===== src/rtl/memcompose_pkg.sv =====
// Shared definitions for the SRAM port initiator slice.
//   MEM_CSB_IDLE / MEM_WEB_IDLE : macro control levels when no access is issued
//   clog2                       : ceiling log2 for sizing counters and pointers
package memcompose_pkg;

  localparam logic MEM_CSB_IDLE = 1'b1;
  localparam logic MEM_WEB_IDLE = 1'b1;

  // Ceiling log2; clog2(1) = 0, clog2(4) = 2, clog2(5) = 3.
  function automatic int clog2(input int value);
    int result;
    int v;
    result = 32'sd0;
    v      = value - 32'sd1;
    while (v > 32'sd0) begin
      result = result + 32'sd1;
      v      = v >>> 1;
    end
    return result;
  endfunction

endpackage


===== src/rtl/rsp_fifo.sv =====
// Synchronous FIFO holding captured read data until the consumer takes it.
//   clk, rst_n : clock and synchronous active-low reset (empties the FIFO)
//   push, din  : write one entry
//   pop        : drop the head entry
//   dout       : head entry (stable until popped)
//   empty, full: occupancy status
module rsp_fifo
  import memcompose_pkg::*;
#(
  parameter int DEPTH = 4,
  parameter int WIDTH = 16
) (
  input  logic             clk,
  input  logic             rst_n,
  input  logic             push,
  input  logic             pop,
  input  logic [WIDTH-1:0] din,
  output logic [WIDTH-1:0] dout,
  output logic             empty,
  output logic             full
);

  localparam int PTR_W = (DEPTH > 1) ? clog2(DEPTH) : 1;
  localparam int CNT_W = clog2(DEPTH + 1);
  localparam logic [PTR_W-1:0] LAST_PTR = PTR_W'(DEPTH - 1);

  logic [WIDTH-1:0] mem_r [DEPTH];
  logic [PTR_W-1:0] wr_ptr_r;
  logic [PTR_W-1:0] rd_ptr_r;
  logic [CNT_W-1:0] count_r;
  logic             do_push_s;
  logic             do_pop_s;

  // Pointers wrap explicitly so non power-of-two depths work.
  function automatic logic [PTR_W-1:0] next_ptr(input logic [PTR_W-1:0] p);
    return (p == LAST_PTR) ? {PTR_W{1'b0}} : (p + PTR_W'(1));
  endfunction

  assign empty     = (count_r == {CNT_W{1'b0}});
  assign full      = (count_r == CNT_W'(DEPTH));
  assign do_pop_s  = pop & ~empty;
  // When full, a same-cycle pop frees the slot being written.
  assign do_push_s = push & (~full | do_pop_s);
  assign dout      = mem_r[rd_ptr_r];

  // Storage array; data contents need no reset.
  always_ff @(posedge clk) begin
    if (do_push_s) begin
      mem_r[wr_ptr_r] <= din;
    end
  end

  // Pointer and occupancy bookkeeping.
  always_ff @(posedge clk) begin
    if (!rst_n) begin
      wr_ptr_r <= {PTR_W{1'b0}};
      rd_ptr_r <= {PTR_W{1'b0}};
      count_r  <= {CNT_W{1'b0}};
    end else begin
      if (do_push_s) begin
        wr_ptr_r <= next_ptr(wr_ptr_r);
      end
      if (do_pop_s) begin
        rd_ptr_r <= next_ptr(rd_ptr_r);
      end
      case ({do_push_s, do_pop_s})
        2'b10:   count_r <= count_r + CNT_W'(1);
        2'b01:   count_r <= count_r - CNT_W'(1);
        default: count_r <= count_r;
      endcase
    end
  end

endmodule


===== src/rtl/rsp_fifo_chk.sv =====
// Protocol checker for the response FIFO.
//   clk, rst_n : clock and synchronous active-low reset
//   push, pop  : FIFO write / read strobes as seen by the FIFO
//   empty, full: FIFO status
module rsp_fifo_chk (
  input logic clk,
  input logic rst_n,
  input logic push,
  input logic pop,
  input logic empty,
  input logic full
);

  // A capture must always find a free slot (credit scheme guarantees it).
  a_no_overflow: assert property (@(posedge clk) disable iff (!rst_n)
    !(push && full && !pop));

  // The consumer side only pops while data is presented.
  a_no_underflow: assert property (@(posedge clk) disable iff (!rst_n)
    !(pop && empty));

endmodule


===== src/rtl/sram_port_initiator.sv =====
// Request-side initiator for a single-port (1RW) synchronous SRAM macro.
//   clk, rst_n             : clock, synchronous active-low reset
//   req_valid/req_ready    : request handshake; req_we selects write
//   req_addr, req_wdata    : request address and write data
//   rsp_valid/rsp_ready    : in-order read response handshake, data rsp_rdata
//   mem_csb/web/addr/din   : macro inputs (active-low select and write enable)
//   mem_dout               : macro read data, valid RD_LAT cycles after sampling
//   busy                   : a read is in flight or buffered
module sram_port_initiator
  import memcompose_pkg::*;
#(
  parameter int ADDR_W    = 10,
  parameter int DATA_W    = 16,
  parameter int RD_LAT    = 1,
  parameter int RSP_DEPTH = 4
) (
  input  logic              clk,
  input  logic              rst_n,
  input  logic              req_valid,
  output logic              req_ready,
  input  logic              req_we,
  input  logic [ADDR_W-1:0] req_addr,
  input  logic [DATA_W-1:0] req_wdata,
  output logic              rsp_valid,
  input  logic              rsp_ready,
  output logic [DATA_W-1:0] rsp_rdata,
  output logic              mem_csb,
  output logic              mem_web,
  output logic [ADDR_W-1:0] mem_addr,
  output logic [DATA_W-1:0] mem_din,
  input  logic [DATA_W-1:0] mem_dout,
  output logic              busy
);

  localparam int CNT_W = clog2(RSP_DEPTH + 1);

  logic [CNT_W-1:0]  cnt_r;          // reads in flight + FIFO occupancy
  logic [RD_LAT-1:0] rd_pipe_r;      // bit k set: read issued k+1 cycles ago
  logic [ADDR_W-1:0] addr_shadow_r;
  logic [DATA_W-1:0] din_shadow_r;
  logic              fire_s;
  logic              read_fire_s;
  logic              rsp_pop_s;
  logic              capture_s;
  logic              fifo_empty_s;
  logic              fifo_full_s;

  // Every accepted read owns a FIFO slot up front, so capture never overflows.
  assign req_ready   = (cnt_r < CNT_W'(RSP_DEPTH));
  assign fire_s      = req_valid & req_ready;
  assign read_fire_s = fire_s & ~req_we;
  assign rsp_valid   = ~fifo_empty_s;
  assign rsp_pop_s   = rsp_valid & rsp_ready;
  assign capture_s   = rd_pipe_r[RD_LAT-1];
  assign busy        = (cnt_r != {CNT_W{1'b0}});

  // Macro port drive: live request when firing, otherwise hold last values.
  always_comb begin
    mem_csb  = MEM_CSB_IDLE;
    mem_web  = MEM_WEB_IDLE;
    mem_addr = addr_shadow_r;
    mem_din  = din_shadow_r;
    if (fire_s) begin
      mem_csb  = 1'b0;
      mem_web  = ~req_we;
      mem_addr = req_addr;
      mem_din  = req_wdata;
    end else begin
      mem_csb  = MEM_CSB_IDLE;
      mem_web  = MEM_WEB_IDLE;
      mem_addr = addr_shadow_r;
      mem_din  = din_shadow_r;
    end
  end

  // Shadow of the last issued address/data keeps macro inputs quiet when idle.
  always_ff @(posedge clk) begin
    if (!rst_n) begin
      addr_shadow_r <= {ADDR_W{1'b0}};
      din_shadow_r  <= {DATA_W{1'b0}};
    end else if (fire_s) begin
      addr_shadow_r <= req_addr;
      din_shadow_r  <= req_wdata;
    end else begin
      addr_shadow_r <= addr_shadow_r;
      din_shadow_r  <= din_shadow_r;
    end
  end

  // Read latency tracker; clearing it on reset discards in-flight reads.
  always_ff @(posedge clk) begin
    if (!rst_n) begin
      rd_pipe_r <= {RD_LAT{1'b0}};
    end else begin
      rd_pipe_r[0] <= read_fire_s;
      for (int i = 1; i < RD_LAT; i++) begin
        rd_pipe_r[i] <= rd_pipe_r[i-1];
      end
    end
  end

  // Credit counter: a read takes a credit, a response pop returns it.
  always_ff @(posedge clk) begin
    if (!rst_n) begin
      cnt_r <= {CNT_W{1'b0}};
    end else begin
      case ({read_fire_s, rsp_pop_s})
        2'b10:   cnt_r <= cnt_r + CNT_W'(1);
        2'b01:   cnt_r <= cnt_r - CNT_W'(1);
        default: cnt_r <= cnt_r;
      endcase
    end
  end

  rsp_fifo #(
    .DEPTH (RSP_DEPTH),
    .WIDTH (DATA_W)
  ) u_rsp_fifo (
    .clk   (clk),
    .rst_n (rst_n),
    .push  (capture_s),
    .pop   (rsp_pop_s),
    .din   (mem_dout),
    .dout  (rsp_rdata),
    .empty (fifo_empty_s),
    .full  (fifo_full_s)
  );

  rsp_fifo_chk u_rsp_fifo_chk (
    .clk   (clk),
    .rst_n (rst_n),
    .push  (capture_s),
    .pop   (rsp_pop_s),
    .empty (fifo_empty_s),
    .full  (fifo_full_s)
  );

endmodule


===== config.mk =====
export PLATFORM = sky130hd
export DESIGN_NAME = sram_port_initiator
export DESIGN_NICKNAME = d
export VERILOG_FILES = /design/src/rtl/memcompose_pkg.sv /design/src/rtl/rsp_fifo.sv /design/src/rtl/rsp_fifo_chk.sv /design/src/rtl/sram_port_initiator.sv
export SDC_FILE = /design/constraint.sdc
export NUM_CORES = 1
export LEC_CHECK = 0
export ABC_CLOCK_PERIOD_IN_PS = 2050
export CORE_AREA = 2 2 99 101
export DETAILED_ROUTE_END_ITERATION = 6
export DIE_AREA = 0 0 101 103
export GPL_TIMING_DRIVEN = 0
export PLACE_DENSITY = 0.72
export SLEW_MARGIN = 20
export SYNTH_ARGS = -nofsm -noshare
export SYNTH_HDL_FRONTEND = slang
export SYNTH_SLANG_ARGS = --single-unit

===== constraint.sdc =====
create_clock -name clk -period 2.05 [get_ports clk]
set_clock_uncertainty 0.05 [all_clocks]
set_input_delay 0.3075 -clock clk [delete_from_list [all_inputs] [get_ports clk]]
set_output_delay 0.3075 -clock clk [all_outputs]
set_load 0.03 [all_outputs]

# Word level (Yosys, flattened, before mapping)
# Memories as Yosys holds them, arrays and structs flattened. A register that Yosys moved wholly into a read port is not among the register bits.
# Cells that the tools add are included.
totals:
  ff_bits: 37
  ram_bits: 64
  inputBits: 47
  out_inout_bits: 47
  word_cells: 47
  memories: 1
memory_table:
  columns: ["memory", "depth", "width", "read_ports", "rd_ports_with_merged_regs", "wr", "line_no", "source"]
  rows:
  - ["u_rsp_fifo.mem_r", 4, 16, 1, 1, 1, "rsp_fifo.sv:27", "logic [WIDTH-1:0] mem_r [DEPTH];"]
classes:
  addsub: 6
  order_cmp: 1
  eq_ne: 7
  mux: 12
  bitwise_logic: 9
  reduce_logical: 4
op_table:
  columns: ["op", "count"]
  rows:
  - ["$mux 16", 1]
  - ["$pmux 3 s2", 2]
  - ["$mux 10", 1]
  - ["$eq 2x2->1 const B", 4]
  - ["$mux 2", 4]
  - ["$add 3x1->3 const B", 2]
  - ["$sub 3x1->3 const B", 2]
  - ["$and 1x1->1", 5]
  - ["$add 2x1->2 const B", 2]
  - ["$eq 2x1->1 const B", 2]
  - ["$mux 1", 4]
  - ["$reduce_bool 2->1", 2]
  - ["$eq 3x3->1 const B", 1]
  - ["$logic_not 3->1", 1]
  - ["$lt 3x3->1 const B", 1]
  - ["$not 1->1", 3]
  - ["$reduce_bool 3->1", 1]
  - ["$or 1x1->1", 1]

# Longest topological paths before layout
# Gate-level depths: netlist of run 1.
depth:
  ltp_word: 8
  ltp_mapped: 10
  mapped_depth_nobuf: 9

# By module
# A second synthesis of run 1 with hierarchy kept.
unflattened:
  cells_unflattened: 262
  area_unflattened_um2: 4229.1
modules_own_cells:
  columns: ["mod", "n_inst", "cells_per_inst", "area_each_um2", "seq_area_each_um2"]
  rows:
  - ["rsp_fifo", 1, 152, 2895.3, 2102.0]
  - ["sram_port_initiator", 1, 110, 1333.8, 600.6]

# Worst setup path before layout of run 1
# OpenSTA, ideal clock, no wires.
synth_path:
  path_type: "register -> register"
  start: "register cnt_r[2]"
  end: "register cnt_r[2]"
  setup_time_ns: 0.071
  arrival_ns: 2.126
  required_ns: 1.929
  setup_slack_ns: -0.197
  stages_incl_launch_ff: 11
  path_buffers: 2
  period_less_slack_ns: 2.247
  path_cell_list: "dfxtp_1 > nand2b_4 > buf_6 > buf_12 > or2_2 > ha_1 > inv_1 > fa_1 > xor2_1 > or3_2 > a21oi_1"
synth_between:
  elab_chain_cells: 5
  elab_cells_between_ends: 9
  classes_between: "add/sub (2); order compare (1); eq/ne (2); mux (1); bitwise (2); reduce/logical (1)"
synth_rtl:
  columns: ["element", "line_no", "source"]
  rows:
  - ["from (decl)", "sram_port_initiator.sv:37", "logic [CNT_W-1:0] cnt_r;"]
  - ["from (signal assigned)", "sram_port_initiator.sv:105", "cnt_r <= {CNT_W{1'b0}};"]
  - ["from (signal assigned)", "sram_port_initiator.sv:108", "2'b10: cnt_r <= cnt_r + CNT_W'(1);"]
  - ["from (signal assigned)", "sram_port_initiator.sv:109", "2'b01: cnt_r <= cnt_r - CNT_W'(1);"]
  - ["$lt 3x3->1", "sram_port_initiator.sv:49", "assign req_ready = (cnt_r < CNT_W'(RSP_DEPTH));"]
  - ["$and 1x1->1", "sram_port_initiator.sv:50", "assign fire_s = req_valid & req_ready;"]
  - ["$and 1x1->1", "sram_port_initiator.sv:51", "assign read_fire_s = fire_s & ~req_we;"]
  - ["$eq 2x1->1 or $eq 2x2->1 (tied branches)", "sram_port_initiator.sv:107", "case ({read_fire_s, rsp_pop_s})"]
  - ["$pmux 3 s2 or $reduce_bool 2->1 (tied branches)", null, null]
# Parallel ways exist; a longest one is shown, timed or not.
# A chain may end at the register's enable or synchronous reset.

# Worst setup path in the final report of run 1
layout_path:
  start: "register u_rsp_fifo.count_r[2]"
  end: "register u_rsp_fifo.count_r[2]"
layout_between:
  elab_chain_cells: 8
  elab_cells_between_ends: 14
  classes_between: "add/sub (2); eq/ne (3); mux (1); bitwise (6); reduce/logical (2)"
layout_rtl:
  columns: ["element", "line_no", "source"]
  rows:
  - ["from (decl)", "rsp_fifo.sv:30", "logic [CNT_W-1:0] count_r;"]
  - ["from (signal assigned)", "rsp_fifo.sv:58", "count_r <= {CNT_W{1'b0}};"]
  - ["from (signal assigned)", "rsp_fifo.sv:67", "2'b10: count_r <= count_r + CNT_W'(1);"]
  - ["from (signal assigned)", "rsp_fifo.sv:68", "2'b01: count_r <= count_r - CNT_W'(1);"]
  - ["$logic_not 3->1", "rsp_fifo.sv:39", "assign empty = (count_r == {CNT_W{1'b0}});"]
  - ["$not 1->1", "rsp_fifo.sv:41, sram_port_initiator.sv:52", null]
  - ["$and 1x1->1", "sram_port_initiator.sv:53", "assign rsp_pop_s = rsp_valid & rsp_ready;"]
  - ["$and 1x1->1", "rsp_fifo.sv:41", "assign do_pop_s = pop & ~empty;"]
  - ["$or 1x1->1", "rsp_fifo.sv:43", "assign do_push_s = push & (~full | do_pop_s);"]
  - ["$and 1x1->1", "rsp_fifo.sv:43", null]
  - ["$eq 2x1->1 or $eq 2x2->1 (tied branches)", "rsp_fifo.sv:66", "case ({do_push_s, do_pop_s})"]
  - ["$pmux 3 s2 or $reduce_bool 2->1 (tied branches)", null, null]
# Parallel ways exist; a longest one is shown, timed or not.

==> results of run 1 <==
-- cell families (layout without fill, tap and decap cells) --
kind of cell / after synthesis / in the layout
compound gates: 10 / 10
xor+xnor: 4 / 4
fa+ha+maj: 9 / 9
buf+inv: 23 / 144
flops: 103 / 103
mux: 44 / 44
simple gates: 52 / 52
-- timing repair --
item | in CTS | in global routing
gates resized for setup | 208 | 52
pin swaps | 1 | 1
gates cloned | 1 | 0
endpoints found under the setup margin | 47 | 35
setup buffers | 5 | 7
-- layer usage --
layer,vias up,GRT usage,share of wire
met3,12,0.0481,0.077
met1,1142,0.173,0.43
met4,0,0.0665,0.019
met2,94,0.248,0.48
met5,-,0,0
li1,1118,-,-
-- per-stage QoR --
step	hold WS, ns	setup TNS (ns)
CTS	0.465	-0.177
global route	0.493	-1.31
finish	0.457	-0.230
detailed placement	0.439	-35.28
floorplan	0.356	-0.0617
global placement	0.427	-32.69
-- layout by cell type, fill, tap and decap left out, drive strengths merged, types with 2 or more instances in the layout --
cell type | synthesis | routed
buf | 6 | 53
clkdlybuf4s50 | 0 | 48
mux4 | 16 | 16
dfxtp | 39 | 39
or3 | 4 | 4
clkinv | 1 | 2
nand3 | 4 | 4
dlygate4sd2 | 0 | 3
and2 | 30 | 30
nor2 | 7 | 7
mux2 | 26 | 26
clkinvlp | 0 | 2
o21ai | 3 | 3
clkbuf | 4 | 19
mux2i | 2 | 2
edfxtp | 64 | 64
nand2 | 5 | 5
fa | 2 | 2
xor2 | 4 | 4
a21oi | 5 | 5
ha | 7 | 7
inv | 12 | 15
-- cell type report --
class | instances | area, µm² | share of cell area
flip-flops and latches | 103 | 2710 | 0.491
multi-input cells | 119 | 1320 | 0.240
repair buffers | 106 | 976 | 0.177
well taps | 114 | 143 | 0.0258
clock buffers | 9 | 124 | 0.0224
plain buffers | 9 | 116 | 0.0211
clock inverters | 7 | 80.1 | 0.0145
inverters | 13 | 48.8 | 0.00884
-- sequential cells by signal (all words and copies together) (netlist names), named ones only --
signal and cells:
addr_shadow_r 10, capture_s 1, cnt_r 3, din_shadow_r 16
u_rsp_fifo.count_r 3, u_rsp_fifo.mem_r 64, u_rsp_fifo.rd_ptr_r 2, u_rsp_fifo.wr_ptr_r 2
-- worst min-delay path: stages, from the launching register on --
cell and delay (ns):
dfxtp_1 0.35, nand2_1 0.06, mux2i_1 0.06
-- report_power, final --
part / internal, µW / switching, µW / leakage, µW
registers: 2330 / 72.2 / 0.000901
clock network: 582 / 720 / 0.0000973
logic: 968 / 956 / 0.00109
total: 3880 / 1750 / 0.00209
-- how the worst max path moves through the flow --
stage,to,slack (ns),depth (start not counted)
6_report,u_rsp_fifo.count_r[2]$_SDFFE_PN0P_,-0.11,9
3_3_place_gp,u_rsp_fifo.count_r[2]$_SDFFE_PN0P_,-0.53,9
3_5_place_dp,u_rsp_fifo.count_r[2]$_SDFFE_PN0P_,-0.60,9
5_1_grt,u_rsp_fifo.count_r[2]$_SDFFE_PN0P_,-0.19,9
4_1_cts,u_rsp_fifo.count_r[2]$_SDFFE_PN0P_,-0.11,9
2_1_floorplan,u_rsp_fifo.count_r[2]$_SDFFE_PN0P_,-0.04,8
==> run metrics, run 1 <==
overall power 5630 µW; crit share post-route 1.05; initial antenna violation count 0; asr flop ratio synth 0; Yosys top cell by area edfxtp_1; Max stage delay cell, worst path o41a_1; Final Net Count 417; Slew @ Worst Pin 0.446 ns; H-tree Lvls 3; most frequent cells after synthesis 64 x edfxtp_1, 39 x dfxtp_1, 27 x and2_1; Area after DPL 5210 µm²; Syn-to-layout area delta 34.5%; Final Hold Fails 0; maximum achievable frequency 0.463 GHz; gr ovfl total 0; IO Count 94; peak supply drop 0.410 mV; placed cells 452; CP Cell Sequence inv_2 -> o41a_1 -> inv_2 -> ha_4 -> inv_2 -> fa_2 -> xor2_1 -> or3_1 -> a21oi_1; EDFF count, synth 64; total global-route track usage 0.147; Post-DRT Antenna Nets 0; # diodes 0; flop-to-flop setup slack -0.11 ns; Leak 0.00209 µW; core area 9460 µm²; via count of the first global-routing pass 2404; final setup vio count 12; clock-pin slew on the worst setup and hold paths 0.09 ns; detailed-route via count 2366; CP Data Arrival Time 2.39 ns; slew margin rel. 0.702; most common cell in the synthesized netlist edfxtp_1; Synth Area in XOR/XNOR 0.00854; CTS tree built; iteration count of the initial detailed-routing pass 4; largest net degree at the start of global routing 19; Hold WC Path Type flip-flop to flip-flop; DIE AREA 10400 µm²; power per standard cell area 1020 nW/µm²; Avg Synthesized Cell Area 16.8 µm²; Critical Path Source Type flip-flop; post-route setup slack -0.111 ns; min-delay src u_rsp_fifo.wr_ptr_r[1]$_SDFFE_PN0P_; WHS Endpoint u_rsp_fifo.wr_ptr_r[1]$_SDFFE_PN0P_; top post-synthesis cells by area edfxtp_1 47%, dfxtp_1 19%, mux4_2 8.8%, mux2_4 6.6%, and2_1 4.1%; # port buffers 93; number of synthesized register bits 103; Main synth FF type edfxtp_1; worst-skew pair later-pin latency 0.36 ns; CP delay by family, top compound AO/OA/AOI/OAI gates; crit path kind flip-flop to flip-flop; first-pass GRT wire length 11600 µm; Via density 4.93; R2R Path Start u_rsp_fifo.count_r[2]$_SDFFE_PN0P_; Die Width 101 µm; die height 103 µm; post-synthesis simple-gate area fraction 0.0747; Buf/Inv on CP 3; Syn Nets 301; Worst Hold Depth 2; Ys Warns 0; reg-to-reg endpoint u_rsp_fifo.count_r[2]$_SDFFE_PN0P_; routed wire length 7450 µm; Pins Over Slew Limit 0; final core utilization 0.584; RSZ-0062 raised after global routing true; post-synthesis adder-cell area fraction 0.0311; r2r worst-path depth 9; Layout Cells excl Fill 480; fin area 5520 µm²; Cells after Synth 245; Place WS -0.597 ns; status finished, violations left; mux cell area share after synthesis 0.180; initial drt markers 39; Initial Utilization 0.434; FILL cells 757; max-cap viol count 0; crit path from u_rsp_fifo.count_r[2]$_SDFFE_PN0P_; CP endpoint kind flip-flop; max incr delay on CP 0.45 ns; Final Wtd Congestion 0.736; Post-CTS Hold Buffers 0; register area share after synthesis 0.659; Worst EP required 2.27 ns; clock sink count 103; failing checks negative setup slack; DRC errors left 0; layout cells sized above 1 0.391; largest family of logic cells by synthesized area multiplexers; post-synth cell types 29; most used cell, CP inv_2; share of the synthesized area in the top cell type 0.468; Inserted Clock Buffers 9; Avg WL per Cell 15.5 µm; Compound-Gate Fraction of Synth Area 0.0143; # rows 36; root buffer cell clkbuf_8; Clock Tree Buf Depth 2; clock period minus worst slack 2.16 ns; Final HPWL DP 4930 µm; CP max FO 2; Mapped Area 4100 µm²
No activity file was read; power rests on OpenSTA's default activity.
==> run 2: changes to the inputs <==
--- a/config.mk
+++ b/config.mk
@@ -6,11 +6,11 @@
 export NUM_CORES = 1
 export LEC_CHECK = 0
 export ABC_CLOCK_PERIOD_IN_PS = 2050
-export CORE_AREA = 2 2 99 101
+export CORE_AREA = 2 2 81 122
 export DETAILED_ROUTE_END_ITERATION = 6
-export DIE_AREA = 0 0 101 103
-export GPL_TIMING_DRIVEN = 0
-export PLACE_DENSITY = 0.72
+export DIE_AREA = 0 0 83 124
+export GPL_ROUTABILITY_DRIVEN = 0
+export PLACE_DENSITY = 0.73
 export SLEW_MARGIN = 20
 export SYNTH_ARGS = -nofsm -noshare
 export SYNTH_HDL_FRONTEND = slang
==> run 2 against run 1 <==
  * Combinational power fell by 3%
  * Fmax rose by 3.4%
  * Clock-buffer cell count is 3 higher
  * Final cell count rose by 1.5%
  * Sequential share of layout area down 1.2 points
  * Clock power up 33%
  * The flow still finishes with violations (negative setup slack)
  * Setup slack improved by 0.072 ns
  * Critical path type unchanged
  * Via count grew 1.5%
  * Worst hold slack lost 0.033 ns
  * First-iteration DRC count rose by 130%
==> run metrics, run 2 (synthesis results as in run 1) <==
# port buffers 93 (unchanged); first-pass GRT wire length 12300 µm (was 11600 µm); Worst Hold Depth 4 (was 2); most flop-heavy register u_rsp_fifo.mem_r (unchanged); H-tree Lvls 3 (unchanged); Pins Over Slew Limit 0 (unchanged); most frequent cells in the layout 64 x edfxtp_1, 48 x clkdlybuf4s50_1, 34 x dfxtp_1, 33 x buf_2, 27 x and2_1 (was 64 x edfxtp_1, 48 x clkdlybuf4s50_1, 33 x dfxtp_1, 23 x and2_1); failing checks negative setup slack (unchanged); CP Data Arrival Time 2.31 ns (was 2.39 ns); FILL cells 705 (was 757); crit share post-route 1.02 (was 1.05); combinational power share 0.311 (was 0.342); Via density 4.93 (about the same); root buffer cell clkbuf_16 (was clkbuf_8); core area 9200 µm² (was 9460 µm²); status finished, violations left (unchanged); clock period minus worst slack 2.09 ns (was 2.16 ns); switching power total 1720 µW (was 1750 µW); max-cap viol count 0 (unchanged); initial drt markers 90 (was 39); routed wire length 7590 µm (was 7450 µm); total global-route track usage 0.155 (was 0.147); worst-skew pair later-pin latency 0.34 ns (was 0.36 ns); DRC errors left 0 (unchanged); DIE AREA 10300 µm² (was 10400 µm²); via count of the first global-routing pass 2528 (was 2404); iteration count of the initial detailed-routing pass 4 (unchanged); CP endpoint kind flip-flop (unchanged); maximum achievable frequency 0.479 GHz (was 0.463 GHz); final setup vio count 1 (was 12); detailed-route via count 2402 (was 2366); Leak 0.00217 µW (was 0.00209 µW); biggest registers after layout u_rsp_fifo.mem_r: 64 flops, din_shadow_r: 16 flops, addr_shadow_r: 10 flops (unchanged); reg-to-reg endpoint u_rsp_fifo.count_r[2]$_SDFFE_PN0P_ (unchanged); setup_tns -0.0395 ns (was -0.230 ns); crit path kind flip-flop to flip-flop (unchanged); Post-DRT Antenna Nets 0 (unchanged); sequential share of power 0.401 (was 0.427); Syn-to-layout area delta 38.0% (was 34.5%); Critical Path Source Type flip-flop (unchanged); clock sink count 103 (unchanged); Final HPWL DP 5200 µm (was 4930 µm); Final Net Count 426 (was 417); Worst EP required 2.27 ns (about the same); Initial Utilization 0.446 (was 0.434); layout cells sized above 1 0.403 (was 0.391); R2R Path Start u_rsp_fifo.count_r[0]$_SDFFE_PN0P_ (was u_rsp_fifo.count_r[2]$_SDFFE_PN0P_); peak supply drop 0.578 mV (was 0.410 mV); flop-to-flop setup slack -0.04 ns (was -0.11 ns); CP Cell Sequence o41a_1 -> inv_1 -> ha_2 -> inv_2 -> fa_2 -> xor2_1 -> or3_1 -> a21oi_2 (was inv_2 -> o41a_1 -> inv_2 -> ha_4 -> inv_2 -> fa_2 -> xor2_1 -> or3_1 -> a21oi_1); Area after DPL 5370 µm² (was 5210 µm²); Place WS -0.433 ns (was -0.597 ns); post-route setup slack -0.0395 ns (was -0.111 ns); Die Width 83 µm (was 101 µm); number of flip-flops in the largest register 64 (unchanged); overall power 5990 µW (was 5630 µW); most common cell after layout, fill and taps aside edfxtp_1 (unchanged); sw frac 0.287 (was 0.311); Hold WC Path Type input port to flip-flop (was flip-flop to flip-flop); Inserted Clock Buffers 9 (unchanged); # diodes 0 (unchanged); initial antenna violation count 0 (unchanged); Clock Tree Buf Depth 2 (unchanged); Final Hold Fails 0 (unchanged); die height 124 µm (was 103 µm); Internal 4270 µW (was 3880 µW); Avg WL per Cell 15.6 µm (was 15.5 µm); # rows 43 (was 36); CTS tree built (unchanged); fin area 5660 µm² (was 5520 µm²); IO Count 94 (unchanged); clock-pin slew on the worst setup and hold paths 0.07 ns (was 0.09 ns); max incr delay on CP 0.44 ns (was 0.45 ns); CP max FO 2 (unchanged); Max stage delay cell, worst path o41a_1 (unchanged); clock power share 0.289 (was 0.231); RSZ-0062 raised after global routing true (unchanged); r2r worst-path depth 8 (was 9); gr ovfl total 0 (unchanged); slew margin rel. 0.797 (was 0.702); Slew @ Worst Pin 0.304 ns (was 0.446 ns); min-delay src rsp_ready (was u_rsp_fifo.wr_ptr_r[1]$_SDFFE_PN0P_); hold slack 0.424 ns (was 0.457 ns); largest net degree at the start of global routing 28 (was 19); power per standard cell area 1060 nW/µm² (was 1020 nW/µm²)
==> run 2: cell count changes in the layout (fill, tap and decap cells not counted), moves of 4 or more <==
cell / before / now
and2_1: 23 / 27
buf_4: 9 / 24
clkbuf_8: 9 / 2
buf_6: 17 / 1
clkdlybuf4s15_2: 0 / 4
buf_12: 6 / 11
buf_2: 18 / 33
clkbuf_16: 0 / 9
clkbuf_2: 7 / 0
and2_2: 4 / 0
==> run 2: how the worst max path moves through the flow <==
stage	startpoint	to	cells after the start
after CTS	u_rsp_fifo.count_r[0]$_SDFFE_PN0P_	u_rsp_fifo.count_r[2]$_SDFFE_PN0P_	8
final	u_rsp_fifo.count_r[0]$_SDFFE_PN0P_	u_rsp_fifo.count_r[2]$_SDFFE_PN0P_	8
after detailed placement	rsp_ready	u_rsp_fifo.count_r[2]$_SDFFE_PN0P_	9
after global placement	req_valid	mem_din[12]	5
after global routing	u_rsp_fifo.count_r[0]$_SDFFE_PN0P_	u_rsp_fifo.count_r[2]$_SDFFE_PN0P_	8
after floorplan	u_rsp_fifo.count_r[0]$_SDFFE_PN0P_	u_rsp_fifo.count_r[2]$_SDFFE_PN0P_	8
==> run 2: metrics by stage <==
step	util	std cells
after floorplan	-	245
after global placement	0.583	463
after detailed placement	0.583	463
after CTS	0.612	481
after global routing	0.616	487
final	0.616	487
==> run 2: power groups by stage <==
stage | sequential (µW) | clock [µW] | combinational [µW]
after floorplan | 2420 | 0 | 1190
after global placement | 2420 | 0 | 1860
after detailed placement | 2430 | 0 | 1900
after CTS | 2400 | 1780 | 1860
after global routing | 2410 | 1880 | 2010
final | 2400 | 1730 | 1860
==> run 2: metal layers <==
layer,vias to the layer above,global-route usage,share of wire
li1,1141,-,-
met1,1168,0.179,0.42
met2,83,0.269,0.50
met3,10,0.0490,0.067
met4,0,0.0615,0.016
met5,-,0,0
==> run 2: layout make-up <==
| type | count | area (µm²) | area share |
|---|---|---|---|
| multi-input combinational | 119 | 1300 | 0.230 |
| inverter | 13 | 48.8 | 0.00862 |
| clock buffer | 12 | 256 | 0.0453 |
| clock inverter | 4 | 51.3 | 0.00906 |
| tap | 112 | 140 | 0.0247 |
| timing repair buffer | 124 | 1150 | 0.203 |
| sequential | 103 | 2710 | 0.479 |
==> run 2: worst max-delay path, delay by kind of cell (launching register included) <==
family | cells | cell delay, ns
AO/OA/AOI/OAI | 2 | 0.56
XOR/XNOR | 1 | 0.15
adder cells (fa/ha/maj) | 2 | 0.50
AND/OR/NAND/NOR | 1 | 0.33
flip-flops | 1 | 0.32
buffers and inverters | 2 | 0.12
==> run 2: repair_timing <==
action | 4_1_cts | 5_1_grt
gates cloned | 1 | 0
hold buffers | 0 | 0
resized for setup | 163 | 32
setup buffers | 1 | 6
pin swaps | 1 | 1
setup endpoints to repair | 41 | 19
